### src/rtl/kia_poller.sv
// ---------------------------------------------------------------------------
// kia_poller
//   Wishbone master that sequences the keyboard interface adapter (KIA). It
//   polls the KIA status register, fetches each received scan code, retires
//   it with a pop write and buffers the codes in a small FIFO. The CPU sees a
//   two-register Wishbone slave and never talks to the KIA directly.
//
// Parameters
//   DEPTH_LOG2     FIFO depth = 2**DEPTH_LOG2 bytes
//   POLL_INTERVAL  idle cycles between status polls (>= 1)
//   ACK_TIMEOUT    cycles a master cycle may wait for M_ACK_I (>= 2)
//
// Ports
//   CLK_I, RES_I          clock (rising edge), async active-low reset
//   S_ADR_I .. S_DAT_I    CPU slave request (ADR 0 status, ADR 1 data)
//   S_ACK_O, S_DAT_O      CPU slave response, one cycle after the request
//   M_ADR_O .. M_STB_O    KIA master request, all registered
//   M_DAT_I, M_ACK_I      KIA response (ack is registered by the KIA)
//   IRQ_O                 high while the FIFO holds at least one code
// ---------------------------------------------------------------------------
module kia_poller #(
    parameter int DEPTH_LOG2    = 4,
    parameter int POLL_INTERVAL = 64,
    parameter int ACK_TIMEOUT   = 15
) (
    input  logic       CLK_I,
    input  logic       RES_I,
    input  logic       S_ADR_I,
    input  logic       S_WE_I,
    input  logic       S_CYC_I,
    input  logic       S_STB_I,
    input  logic [7:0] S_DAT_I,
    output logic       S_ACK_O,
    output logic [7:0] S_DAT_O,
    output logic       M_ADR_O,
    output logic       M_WE_O,
    output logic       M_CYC_O,
    output logic       M_STB_O,
    input  logic [7:0] M_DAT_I,
    input  logic       M_ACK_I,
    output logic       IRQ_O
);

    localparam int DEPTH = 1 << DEPTH_LOG2;
    localparam int TMAX  = (POLL_INTERVAL > ACK_TIMEOUT) ? POLL_INTERVAL : ACK_TIMEOUT;
    localparam int TW    = $clog2(TMAX) + 1;

    localparam logic [TW-1:0]       POLL_LAST = TW'(POLL_INTERVAL - 1);
    localparam logic [TW-1:0]       TMO_LAST  = TW'(ACK_TIMEOUT - 1);
    localparam logic [DEPTH_LOG2:0] FULL_CNT  = (DEPTH_LOG2 + 1)'(DEPTH);

    // Two GAP states so the idle cycle remembers which transaction follows.
    localparam logic [2:0] ST_WAIT   = 3'd0;
    localparam logic [2:0] ST_STAT   = 3'd1;
    localparam logic [2:0] ST_DATA   = 3'd2;
    localparam logic [2:0] ST_POP    = 3'd3;
    localparam logic [2:0] ST_GAP_D  = 3'd4;
    localparam logic [2:0] ST_GAP_P  = 3'd5;

    logic [2:0]            r_state;
    logic [TW-1:0]         r_timer;
    logic                  r_m_cyc;
    logic                  r_m_adr;
    logic                  r_m_we;
    logic [7:0]            r_hold;
    logic                  r_err;
    logic [7:0]            r_mem [DEPTH];
    logic [DEPTH_LOG2-1:0] r_wr_ptr;
    logic [DEPTH_LOG2-1:0] r_rd_ptr;
    logic [DEPTH_LOG2:0]   r_count;
    logic                  r_s_ack;
    logic [7:0]            r_s_dat;

    logic       w_empty;
    logic       w_full;
    logic       w_ack_ok;
    logic       w_timeout;
    logic       w_push;
    logic       w_s_start;
    logic       w_pop;
    logic       w_err_clr;
    logic [7:0] w_rd_dat;
    logic       w_unused;

    assign w_empty = (r_count == '0);
    assign w_full  = (r_count == FULL_CNT);

    // The KIA registers its ack, so an ack seen in the first cycle of a
    // transaction is the trailing ack of the previous one and is ignored.
    assign w_ack_ok  = r_m_cyc & M_ACK_I & (r_timer != '0);
    assign w_timeout = r_m_cyc & ~w_ack_ok & (r_timer == TMO_LAST);
    assign w_push    = (r_state == ST_POP) & w_ack_ok;

    // A CPU transaction acts only on the cycle its ack is about to rise.
    assign w_s_start = S_CYC_I & S_STB_I & ~r_s_ack;
    assign w_pop     = w_s_start & S_ADR_I & ~S_WE_I & ~w_empty;
    assign w_err_clr = w_s_start & S_WE_I & ~S_ADR_I & S_DAT_I[2];

    assign w_unused = &{1'b0, S_DAT_I[7:3], S_DAT_I[1:0]};

    // NOTE: every variable assigned in always_comb gets a default first, so
    // no path can leave it holding its old value and infer a latch.
    always_comb begin
        w_rd_dat = 8'h00;
        if (!S_WE_I) begin
            if (!S_ADR_I) begin
                w_rd_dat = {5'b0, r_err, w_full, w_empty};
            end else if (!w_empty) begin
                w_rd_dat = r_mem[r_rd_ptr];
            end
        end
    end

    // Master sequencer.
    // NOTE: sequential state uses non-blocking assignments so every register
    // samples the pre-edge values, independent of statement order.
    always_ff @(posedge CLK_I or negedge RES_I) begin
        if (!RES_I) begin
            r_state <= ST_WAIT;
            r_timer <= '0;
            r_m_cyc <= 1'b0;
            r_m_adr <= 1'b0;
            r_m_we  <= 1'b0;
            r_hold  <= 8'h00;
        end else begin
            case (r_state)
                ST_WAIT: begin
                    if (r_timer == POLL_LAST) begin
                        r_timer <= '0;
                        r_state <= ST_STAT;
                        r_m_cyc <= 1'b1;
                        r_m_adr <= 1'b0;
                        r_m_we  <= 1'b0;
                    end else begin
                        r_timer <= r_timer + 1'b1;
                    end
                end
                ST_STAT, ST_DATA, ST_POP: begin
                    if (w_ack_ok) begin
                        r_m_cyc <= 1'b0;
                        r_m_we  <= 1'b0;
                        r_timer <= '0;
                        if (r_state == ST_STAT) begin
                            // A full FIFO leaves the byte in the KIA.
                            r_state <= (!M_DAT_I[0] && !w_full) ? ST_GAP_D : ST_WAIT;
                        end else if (r_state == ST_DATA) begin
                            r_hold  <= M_DAT_I;
                            r_state <= ST_GAP_P;
                        end else begin
                            r_state <= ST_WAIT;
                        end
                    end else if (w_timeout) begin
                        r_m_cyc <= 1'b0;
                        r_m_we  <= 1'b0;
                        r_timer <= '0;
                        r_state <= ST_WAIT;
                    end else begin
                        r_timer <= r_timer + 1'b1;
                    end
                end
                ST_GAP_D: begin
                    r_state <= ST_DATA;
                    r_m_cyc <= 1'b1;
                    r_m_adr <= 1'b1;
                    r_m_we  <= 1'b0;
                end
                ST_GAP_P: begin
                    r_state <= ST_POP;
                    r_m_cyc <= 1'b1;
                    r_m_adr <= 1'b1;
                    r_m_we  <= 1'b1;
                end
                default: begin
                    r_state <= ST_WAIT;
                    r_timer <= '0;
                    r_m_cyc <= 1'b0;
                    r_m_we  <= 1'b0;
                end
            endcase
        end
    end

    // NOTE: the storage array has no reset; pointers and count define which
    // entries are valid, and an empty read is forced to 0x00 by the mux.
    always_ff @(posedge CLK_I) begin
        if (w_push) begin
            r_mem[r_wr_ptr] <= r_hold;
        end
    end

    always_ff @(posedge CLK_I or negedge RES_I) begin
        if (!RES_I) begin
            r_wr_ptr <= '0;
            r_rd_ptr <= '0;
            r_count  <= '0;
        end else begin
            if (w_push) r_wr_ptr <= r_wr_ptr + 1'b1;
            if (w_pop)  r_rd_ptr <= r_rd_ptr + 1'b1;
            case ({w_push, w_pop})
                2'b10:   r_count <= r_count + 1'b1;
                2'b01:   r_count <= r_count - 1'b1;
                default: r_count <= r_count;
            endcase
        end
    end

    // CPU slave and sticky error flag; a timeout wins over a same-cycle clear.
    always_ff @(posedge CLK_I or negedge RES_I) begin
        if (!RES_I) begin
            r_s_ack <= 1'b0;
            r_s_dat <= 8'h00;
            r_err   <= 1'b0;
        end else begin
            r_s_ack <= S_CYC_I & S_STB_I;
            if (w_s_start) r_s_dat <= w_rd_dat;
            if (w_timeout)      r_err <= 1'b1;
            else if (w_err_clr) r_err <= 1'b0;
        end
    end

    assign S_ACK_O = r_s_ack;
    assign S_DAT_O = r_s_dat;
    assign M_ADR_O = r_m_adr;
    assign M_WE_O  = r_m_we;
    assign M_CYC_O = r_m_cyc;
    assign M_STB_O = r_m_cyc;
    assign IRQ_O   = ~w_empty;

endmodule

### config.mk
export PLATFORM = sky130hd
export DESIGN_NAME = kia_poller
export DESIGN_NICKNAME = d
export VERILOG_FILES = /design/src/rtl/kia_poller.sv
export SDC_FILE = /design/constraint.sdc
export NUM_CORES = 1
export LEC_CHECK = 0
export BUFFER_PORTS_ARGS = -buffer_cell sky130_fd_sc_hd__buf_4
export CORE_MARGIN = 3
export CORE_UTILIZATION = 32
export DETAILED_ROUTE_END_ITERATION = 16
export GPL_TIMING_DRIVEN = 0
export SLEW_MARGIN = 20
export SYNTH_ARGS = -nofsm -noshare
export SYNTH_HDL_FRONTEND = slang
export SYNTH_SLANG_ARGS = --single-unit
### constraint.sdc
create_clock -name CLK_I -period 3.4 [get_ports CLK_I]
set_input_delay 0.17 -clock CLK_I [delete_from_list [all_inputs] [get_ports CLK_I]]
set_output_delay 0.17 -clock CLK_I [all_outputs]
set_load 0.1 [all_outputs]
# Word-level counts from Yosys, hierarchy flattened

Memories as Yosys holds them, arrays and structs flattened.
Cells that the tools add are included.

Register bits after elaboration: 44
Memory bits (writable): 128
Output and inout port bits: 14
Word-level logic and storage cells: 89
Memories kept: 1

Add/subtract/negate cells: 5
Equality and inequality tests: 12
Mux-type cells: 26
Bitwise logic cells: 19
Reductions and logical operators: 14

Memories:

| name  | depth | width | rd ports | clocked after memory_dff | wr ports | line | RTL |
|---|---|---|---|---|---|---|---|
| r_mem | 16    | 8     | 1        | 0                        | 1        | 67   | `logic [7:0] r_mem [DEPTH];` |

Operators with widths:

| operator                                            | number |
|---|---|
| 2-to-1 mux 8 bit                                    | 3 |
| 2-to-1 mux 7 bit                                    | 3 |
| case mux 7 bit (3 select lines)                     | 1 |
| 2-to-1 mux 3 bit                                    | 6 |
| bitwise AND 1 bit                                   | 13 |
| case mux 3 bit (4 select lines)                     | 1 |
| case mux 5 bit (2 select lines)                     | 1 |
| adder 4 x 1 -> 4 bit, second input constant         | 2 |
| 2-to-1 mux 1 bit                                    | 8 |
| adder 7 x 1 -> 7 bit, second input constant         | 1 |
| equality test 7 x 4 -> 1 bit, second input constant | 1 |
| equality test 7 x 6 -> 1 bit, second input constant | 1 |
| nonzero test 7 bit                                  | 1 |
| equality test 3 x 2 -> 1 bit, second input constant | 2 |
| equality test 3 bit, second input constant          | 2 |
| NOT 1 bit                                           | 6 |
| case mux 1 bit (3 select lines)                     | 2 |
| nonzero test 2 bit                                  | 3 |
| adder 5 x 1 -> 5 bit, second input constant         | 1 |
| equality test 5 bit, second input constant          | 1 |
| logical NOT 5 bit                                   | 1 |
| subtractor 5 x 1 -> 5 bit, second input constant    | 1 |
| AND reduction 2 bit                                 | 2 |
| AND reduction 4 bit                                 | 1 |
| other kinds (11)                                    | 12 |

# Logic depth before layout (Yosys ltp)

Gate-level depths: netlist of the first run.

Depth in word-level cells: 8
Depth in mapped cells: 14
Depth with buffers taken out: 13

# Worst setup path before layout of the first run

OpenSTA, ideal clock, no wires.

Kind: register to register
From: register r_m_cyc (netlist: M_CYC_O)
To: register r_count[4]
Setup time: 0.079 ns
Arrival time: 3.179 ns
Required time: 3.321 ns
Path slack: 0.141 ns
Stages on the path, launching flop included: 13
Path buffers: 1
Cell sequence: dfrtp_1 > nand2_1 > a31o_2 > buf_2 > nor4b_4 > inv_1 > ha_1 > ha_1 > nor2b_1 > o21ai_0 > a21oi_1 > nor3_1 > xor2_1

Cells in the longest elaborated chain, start to end: 5
Elaborated cells on any way between the ends: 7
Those cells by class: 2 x eq/ne; 1 x mux; 3 x bitwise; 1 x reduce/logical

RTL lines:

| element                                                                      | line | RTL |
|---|---|---|
| start: declaration                                                           | 62   | `logic r_m_cyc;` |
| start signal: assignment                                                     | 121  | `r_m_cyc <= 1'b0;` |
| start signal: assignment                                                     | 131  | `r_m_cyc <= 1'b1;` |
| start signal: assignment                                                     | 140  | `r_m_cyc <= 1'b0;` |
| bitwise AND 1 bit * (2 in a row)                                             | 90   | `assign w_ack_ok = r_m_cyc & M_ACK_I & (r_timer != '0);` |
| bitwise AND 1 bit *                                                          | 92   | `assign w_push = (r_state == ST_POP) & w_ack_ok;` |
| equality test 2 x 1 -> 1 bit / equality test 2 bit (equally long branches)   | 199  | `case ({w_push, w_pop})` |
| case mux 5 bit (2 select lines) / nonzero test 2 bit (equally long branches) | -    |  |
| end signal: assignment                                                       | 200  | `2'b10: r_count <= r_count + 1'b1;` |
| end signal: assignment                                                       | 201  | `2'b01: r_count <= r_count - 1'b1;` |
| end signal: assignment                                                       | 202  | `default: r_count <= r_count;` |
| end: declaration                                                             | 70   | `logic [DEPTH_LOG2:0] r_count;` |

Mark *: on every way between the ends. The rest lies on a longest branch, timed or not.
A chain may end at the register's enable or synchronous reset.

# Worst setup path after layout of the first run

From: register r_timer[1]
To: register r_count[4]

Cells in the longest elaborated chain, start to end: 5
Elaborated cells on any way between the ends: 7
Those cells by class: 2 x eq/ne; 1 x mux; 2 x bitwise; 2 x reduce/logical

RTL lines:

| element                                                                      | line | RTL |
|---|---|---|
| start: declaration                                                           | 61   | `logic [TW-1:0] r_timer;` |
| start signal: assignment                                                     | 135  | `r_timer <= r_timer + 1'b1;` |
| start signal: assignment                                                     | 158  | `r_timer <= r_timer + 1'b1;` |
| nonzero test 7 bit *                                                         | 90   |  |
| bitwise AND 1 bit *                                                          | 90   |  |
| bitwise AND 1 bit *                                                          | 92   |  |
| equality test 2 x 1 -> 1 bit / equality test 2 bit (equally long branches)   | 199  |  |
| case mux 5 bit (2 select lines) / nonzero test 2 bit (equally long branches) | -    |  |

Marks and branches as above.

==> results.json, run 1 <==
{
  "antenna_found_initial": 0,
  "synth-edff-count": 128,
  "power_density_nw_per_um2": 818,
  "cts.sinks": 172,
  "routed_wirelength_um": 14500,
  "final_area_um2": 8470,
  "tightest_slew_ns": 1.02,
  "clk_latency_ns": 0.43,
  "cp_slowest_cell": "nor4b_4",
  "synth_top_area_frac": 0.538,
  "rows": 54,
  "die-area_um2": 24100,
  "cp.required_ns": 3.75,
  "fin_crit_sh": 0.923,
  "coreArea_um2": 21900,
  "r2r_end": "r_count[4]",
  "grt_pass1_vias": 4031,
  "timing.rr.start": "r_timer[1]",
  "worst_ep_arrival_time_ns": 3.49,
  "drc": 0,
  "critPathMaxFanout": 9,
  "drv_cap": 0,
  "ant_nets": 0,
  "io_buffer_count": 29,
  "hold_viol_final": 0,
  "first_iter_violations": 295,
  "hold_class": "input pin to flip-flop",
  "start_util": 0.326,
  "synth-seq-area-share": 0.692,
  "max_slew_margin": 0.319,
  "first_pass_iters": 4,
  "hold_end": "r_err",
  "regToRegSetupSlack_ns": 0.26,
  "cp.depth": 13,
  "cpMostUsedCell": "ha_1",
  "wl_per_cell_um": 18.7,
  "layout-drive-gt1-share": 0.234,
  "cts_tree": "built",
  "grt_max_degree": 45,
  "syn-cell-area_um2": 7140,
  "leakage_uw": 0.00305,
  "min_period_ns": 3.14,
  "critPathKind": "flip-flop to flip-flop",
  "critical-path-top-delay-family": "simple AND/OR/NAND/NOR gates",
  "place_congestion": 0.794,
  "ioPinCount": 37,
  "yosys.area.top_type": "edfxtp_1",
  "pre_cts_ws_ns": 0.245,
  "synthFlopType": "edfxtp_1",
  "worst_slack_ns": 0.261,
  "avgSynthCellArea_um2": 16.8,
  "htree_levels": 4,
  "viasPerCell": 4.98,
  "async_flop_share": 0.256,
  "cts_buffer_depth": 2,
  "dpl.hpwl_um": 9750,
  "rsz0062_at_grt": "false",
  "ys_ff_latch": 172,
  "path_buf_inv": 3,
  "timing.fmax_mhz": 319,
  "fin_util": 0.387,
  "status": "completed",
  "vdd_drop_max_mv": 0.405,
  "track_usage": 0.124,
  "start_kind": "flip-flop",
  "crit_chain": "inv_1, ha_1, a31o_2, buf_2, nor4b_4, inv_1, ha_1, ha_1, nor2b_1, o21ai_0, a21oi_1, nor3_1, xor2_1",
  "clk_pin_slew_worst_paths_ns": 0.07,
  "clock_skew_ns": 0.0110,
  "fin_nets": 522,
  "die_w_um": 155,
  "hold_depth": 4,
  "final-setup-viol-count": 0,
  "grt-ovfl-total": 0,
  "chipHeight_um": 155,
  "root_buffer": "clkbuf_16",
  "critPathCaptureType": "flip-flop",
  "ys_top_cells_by_area": "edfxtp_1 (54%), dfrtp_1 (15%), mux4_2 (8.5%)",
  "route.vias.total": 3882,
  "synth.distinct_cells": 49,
  "post_dp_cell_area_um2": 7730,
  "synth.net_count": 461,
  "critPathMaxStageDelay_ns": 0.49,
  "setup_tns_ns": 0,
  "reg2regPathDepth": 13,
  "diodes": 0,
  "slew_violations": 0,
  "synthToLayoutAreaGrowth_pct": 18.6,
  "ys_warn_count": 0,
  "cts_buffers": 17,
  "hp-start": "S_DAT_I[2]",
  "totalPowerFinal_uw": 6930,
  "netlist_instances": 425,
  "grt_pass1_wl_um": 22800
}
==> registers in the layout, indices dropped and copies added, names as in the netlist <==
register,count
M_CYC_O,1
r_hold,8
M_ADR_O,1
S_ACK_O,1
r_mem,128
M_WE_O,1
r_state,3
r_err,1
r_rd_ptr,4
r_wr_ptr,4
S_DAT_O,8
r_count,5
r_timer,7
==> stage by stage <==
step | std cells | hold slack, ns
floorplan | 425 | -0.126
global placement | 734 | 0.218
detailed placement | 734 | 0.234
CTS | 779 | 0.0386
global route | 779 | 0.0780
finish | 779 | 0.0531
==> final cells by class <==
cell class / instances / area (um2)
well taps: 280 / 350
inverters: 12 / 45.0
repair buffers: 42 / 348
fillers: 2021 / 13400
clock buffers: 18 / 429
multi-input cells: 218 / 2050
clock inverters: 14 / 184
flip-flops and latches: 172 / 4940
plain buffers: 23 / 116
==> how the worst max path moves through the flow <==
stage	start	end	slack, ns
final	r_timer[1]	r_count[4]	0.26
after global routing	r_timer[0]	r_count[4]	0.02
after CTS	r_count[1]	r_count[4]	0.18
after detailed placement	r_count[1]	r_count[4]	0.25
after global placement	r_timer[0]	r_mem[3][4]	0.07
after floorplan	M_CYC_O	r_count[4]	0.14
==> metal layers <==
| metal | routed length (um) | vias to the layer above | track usage |
|---|---|---|---|
| met5 | 0 | - | 0 |
| met2 | 7020 | 86 | 0.196 |
| met1 | 6660 | 2006 | 0.171 |
| met4 | 223 | 0 | 0.0521 |
| met3 | 632 | 14 | 0.0228 |
| li1 | - | 1776 | - |
==> synth_stat cells (all sizes together) (2+ instances only) <==
cell and number:
a2111oi 2, a211oi 6, a21o 4, a21oi 11, a221o 2, a22o 7, a31oi 2, and3 4
buf 15, clkbuf 8, dfrtp 44, edfxtp 128, ha 12, inv 12, mux2 10, mux2i 11
mux4 30, nand2 20, nand2b 5, nand3 3, nand4 2, nor2 20, nor2b 10, nor3 9
nor3b 3, nor4 3, nor4b 3, o21ai 12, o22ai 2, o31ai 2, xnor2 7, xor2 4
==> what timing repair did <==
item | in CTS | in global routing
buffers inserted | 0 | 0
resized for setup | 0 | 1
hold endpoints to repair | 55 | 0
hold buffers | 13 | 0
setup endpoints to repair | 0 | 1
==> cell usage in the layout, fill, tap and decap left out, types with 4 or more instances in the layout <==
cell / synthesis / final
edfxtp_1: 128 / 128
dfrtp_1: 44 / 44
buf_4: 1 / 30
mux4_2: 27 / 27
nor2_1: 20 / 20
nand2_1: 20 / 20
clkbuf_16: 0 / 17
dlygate4sd3_1: 0 / 13
inv_1: 12 / 12
ha_1: 12 / 12
mux2i_1: 11 / 11
a21oi_1: 11 / 11
o21ai_0: 12 / 11
nor2b_1: 10 / 10
mux2_2: 10 / 10
clkbuf_1: 8 / 9
buf_2: 9 / 9
a22o_1: 7 / 7
xnor2_1: 7 / 7
a211oi_1: 6 / 6
nor3_1: 9 / 5
nand2b_1: 5 / 5
inv_6: 0 / 5
nor3_2: 0 / 4
and3_1: 4 / 4
a21o_1: 4 / 4
xor2_1: 4 / 4
==> worst reg2reg max path, cell delays in order (launching register included) <==
cell and delay, ns:
dfrtp_1 0.39, inv_1 0.08, ha_1 0.18, a31o_2 0.19, buf_2 0.18, nor4b_4 0.49
inv_1 0.11, ha_1 0.28, ha_1 0.33, nor2b_1 0.14, o21ai_0 0.21, a21oi_1 0.10
nor3_1 0.21, xor2_1 0.17
==> logic make-up after synthesis <==
kind of cell,after synthesis,share of synthesized area
xor+xnor,11,0.0135
simple gates,87,0.0668
flops,172,0.692
compound gates,56,0.0534
buf+inv,35,0.0226
fa+ha+maj,13,0.0238
mux,51,0.127
==> report_power, final <==
part           total, uW  switching (uW)  internal (uW)
clock network       2020             841           1180
logic               1900            1180            723
registers           3010             349           2660
total               6930            2370           4560
No activity file was read; power rests on OpenSTA's default activity.
==> inputs of run 2 (changes only) <==
Settings changed: CTS_BUF_LIST from default to sky130_fd_sc_hd__clkbuf_4, PLACE_DENSITY_LB_ADDON from default to 0.12.
==> run 2 against run 1 <==
  * First-iteration DRC count fell by 32%
  * Die area is the same
  * Clock power is 38% lower
  * Highest routed layer unchanged
==> results.json, run 2 (synthesis gave the netlist of run 1 again) <==
{
  "status": "completed",
  "final_cell_mix": "edfxtp_1 (128), dfrtp_1 (44), buf_4 (31), mux4_2 (27), nand2_1 (20)",
  "grt_max_degree": 45,
  "hold_class": "input pin to async pin",
  "start_kind": "flip-flop",
  "clock_skew_ns": 0.0266,
  "seq_area_um2": 4940,
  "coreArea_um2": 21900,
  "crit_chain": "or4_1, o21ai_1, nor3_1, buf_2, ha_1, inv_1, fa_1, nor2b_1, o21ai_0, and3_1, nor3_1, xor2_1",
  "reg2regPathDepth": 12,
  "critPathKind": "flip-flop to flip-flop",
  "wl_per_cell_um": 20.3,
  "final-setup-viol-count": 0,
  "largest_register_ffs": 128,
  "route.vias.total": 3886,
  "ioPinCount": 37,
  "multi_input_area_um2": 2060,
  "cts_tree": "built",
  "ant_nets": 0,
  "setup_tns_ns": 0,
  "hold_viol_final": 0,
  "fin_hold_ws_ns": 0.164,
  "first_pass_iters": 4,
  "slew_violations": 0,
  "grt_pass1_wl_um": 24300,
  "clk_latency_ns": 0.55,
  "min_period_ns": 3.22,
  "drc": 0,
  "rsz0062_at_grt": "false",
  "path_buf_inv": 2,
  "post_dp_cell_area_um2": 7750,
  "pre_cts_ws_ns": 0.0690,
  "fin_util": 0.375,
  "nFillCells": 2111,
  "leakage_uw": 0.00291,
  "layout_commonest_cell": "edfxtp_1",
  "critPathMaxStageDelay_ns": 0.46,
  "place_congestion": 0.753,
  "max_slew_margin": 0.309,
  "viasPerCell": 4.97,
  "diodes": 0,
  "drv_cap": 0,
  "chipHeight_um": 155,
  "antenna_found_initial": 0,
  "root_buffer": "clkbuf_4",
  "cts_buffers": 17,
  "fin_crit_sh": 0.946,
  "htree_levels": 4,
  "cts.sinks": 172,
  "fin_nets": 525,
  "clk_pin_slew_worst_paths_ns": 0.14,
  "rows": 54,
  "cp_slowest_cell": "dfrtp_1",
  "final_area_um2": 8200,
  "layout-drive-gt1-share": 0.243,
  "io_buffer_count": 29,
  "grt_pass1_vias": 3923,
  "top_register": "r_mem",
  "power_density_nw_per_um2": 754,
  "r2r_end": "r_count[4]",
  "start_util": 0.326,
  "first_iter_violations": 202,
  "critical-path-top-delay-family": "simple AND/OR/NAND/NOR gates",
  "critPathCaptureType": "flip-flop",
  "worst_slack_ns": 0.183,
  "die-area_um2": 24100,
  "cp.required_ns": 3.87,
  "synthToLayoutAreaGrowth_pct": 14.8,
  "cts_setup_buffers": 0,
  "grt-ovfl-total": 0,
  "dpl.hpwl_um": 10600,
  "cpMostUsedCell": "nor3_1",
  "timing.rr.start": "r_count[0]",
  "timing.fmax_mhz": 311,
  "routed_wirelength_um": 15800,
  "track_usage": 0.137,
  "vdd_drop_max_mv": 0.248,
  "worst_ep_arrival_time_ns": 3.69,
  "critPathMaxFanout": 10,
  "regToRegSetupSlack_ns": 0.18,
  "cts_buffer_depth": 2,
  "die_w_um": 155,
  "tightest_slew_ns": 1.03
}
-- run 2: cell types whose count changed in the layout (fill, tap and decap cells not counted), sizes merged --
cell         before  now
inv              19   16
buf              44   46
clkinvlp          0    2
clkinv            4    5
dlygate4sd3      13   14
-- run 2: through the flow --
step,power (uW),std cells
5_1_grt,6540,782
3_5_place_dp,4990,736
3_3_place_gp,4940,734
2_1_floorplan,4400,425
6_report,6180,782
4_1_cts,6250,782
-- run 2: how the worst max path moves through the flow --
stage / startpoint / endpoint / slack [ns] / depth (start not counted)
after floorplan: M_CYC_O / r_count[4] / 0.14 / 12
after global placement: r_timer[0] / r_mem[1][6] / -0.10 / 7
after detailed placement: r_count[1] / r_count[4] / 0.07 / 11
after CTS: r_count[1] / r_count[4] / 0.03 / 11
after global routing: r_count[0] / r_count[4] / 0.003 / 12
final: r_count[0] / r_count[4] / 0.18 / 12
-- run 2: routing by layer --
metal	GRT usage	wire, um	vias to the layer above
met5	0	0	-
met4	0.0333	106	0
met3	0.0314	518	6
met2	0.206	7420	54
met1	0.202	7810	2035
li1	-	-	1791
-- run 2: report_power, final --
group	total (uW)	switching, uW	internal, uW
Clock	1250	727	521
Sequential	3010	356	2660
Combinational	1920	1190	728
-- run 2: what timing repair did --
item                                    4_1_cts  5_1_grt
endpoints found under the setup margin        0        1
hold buffers                                 14        0
hold endpoints to repair                     58        0
resized for setup                             0        1
-- run 2: layout make-up --
cell class	instances	area share
timing repair buffer	45	0.0459
clock buffer	18	0.0165
inverter	12	0.00549
clock inverter	14	0.0203
tap	280	0.0427
buffer	23	0.0142
multi-input combinational	218	0.252
sequential	172	0.603
-- run 2: worst reg2reg max path, delay by kind of cell (launching register included) --
kind,cells,cell delay [ns]
simple gates,5,1.11
xor+xnor,1,0.16
compound gates,2,0.23
fa+ha+maj,2,0.70
flops,1,0.46
buf+inv,2,0.51
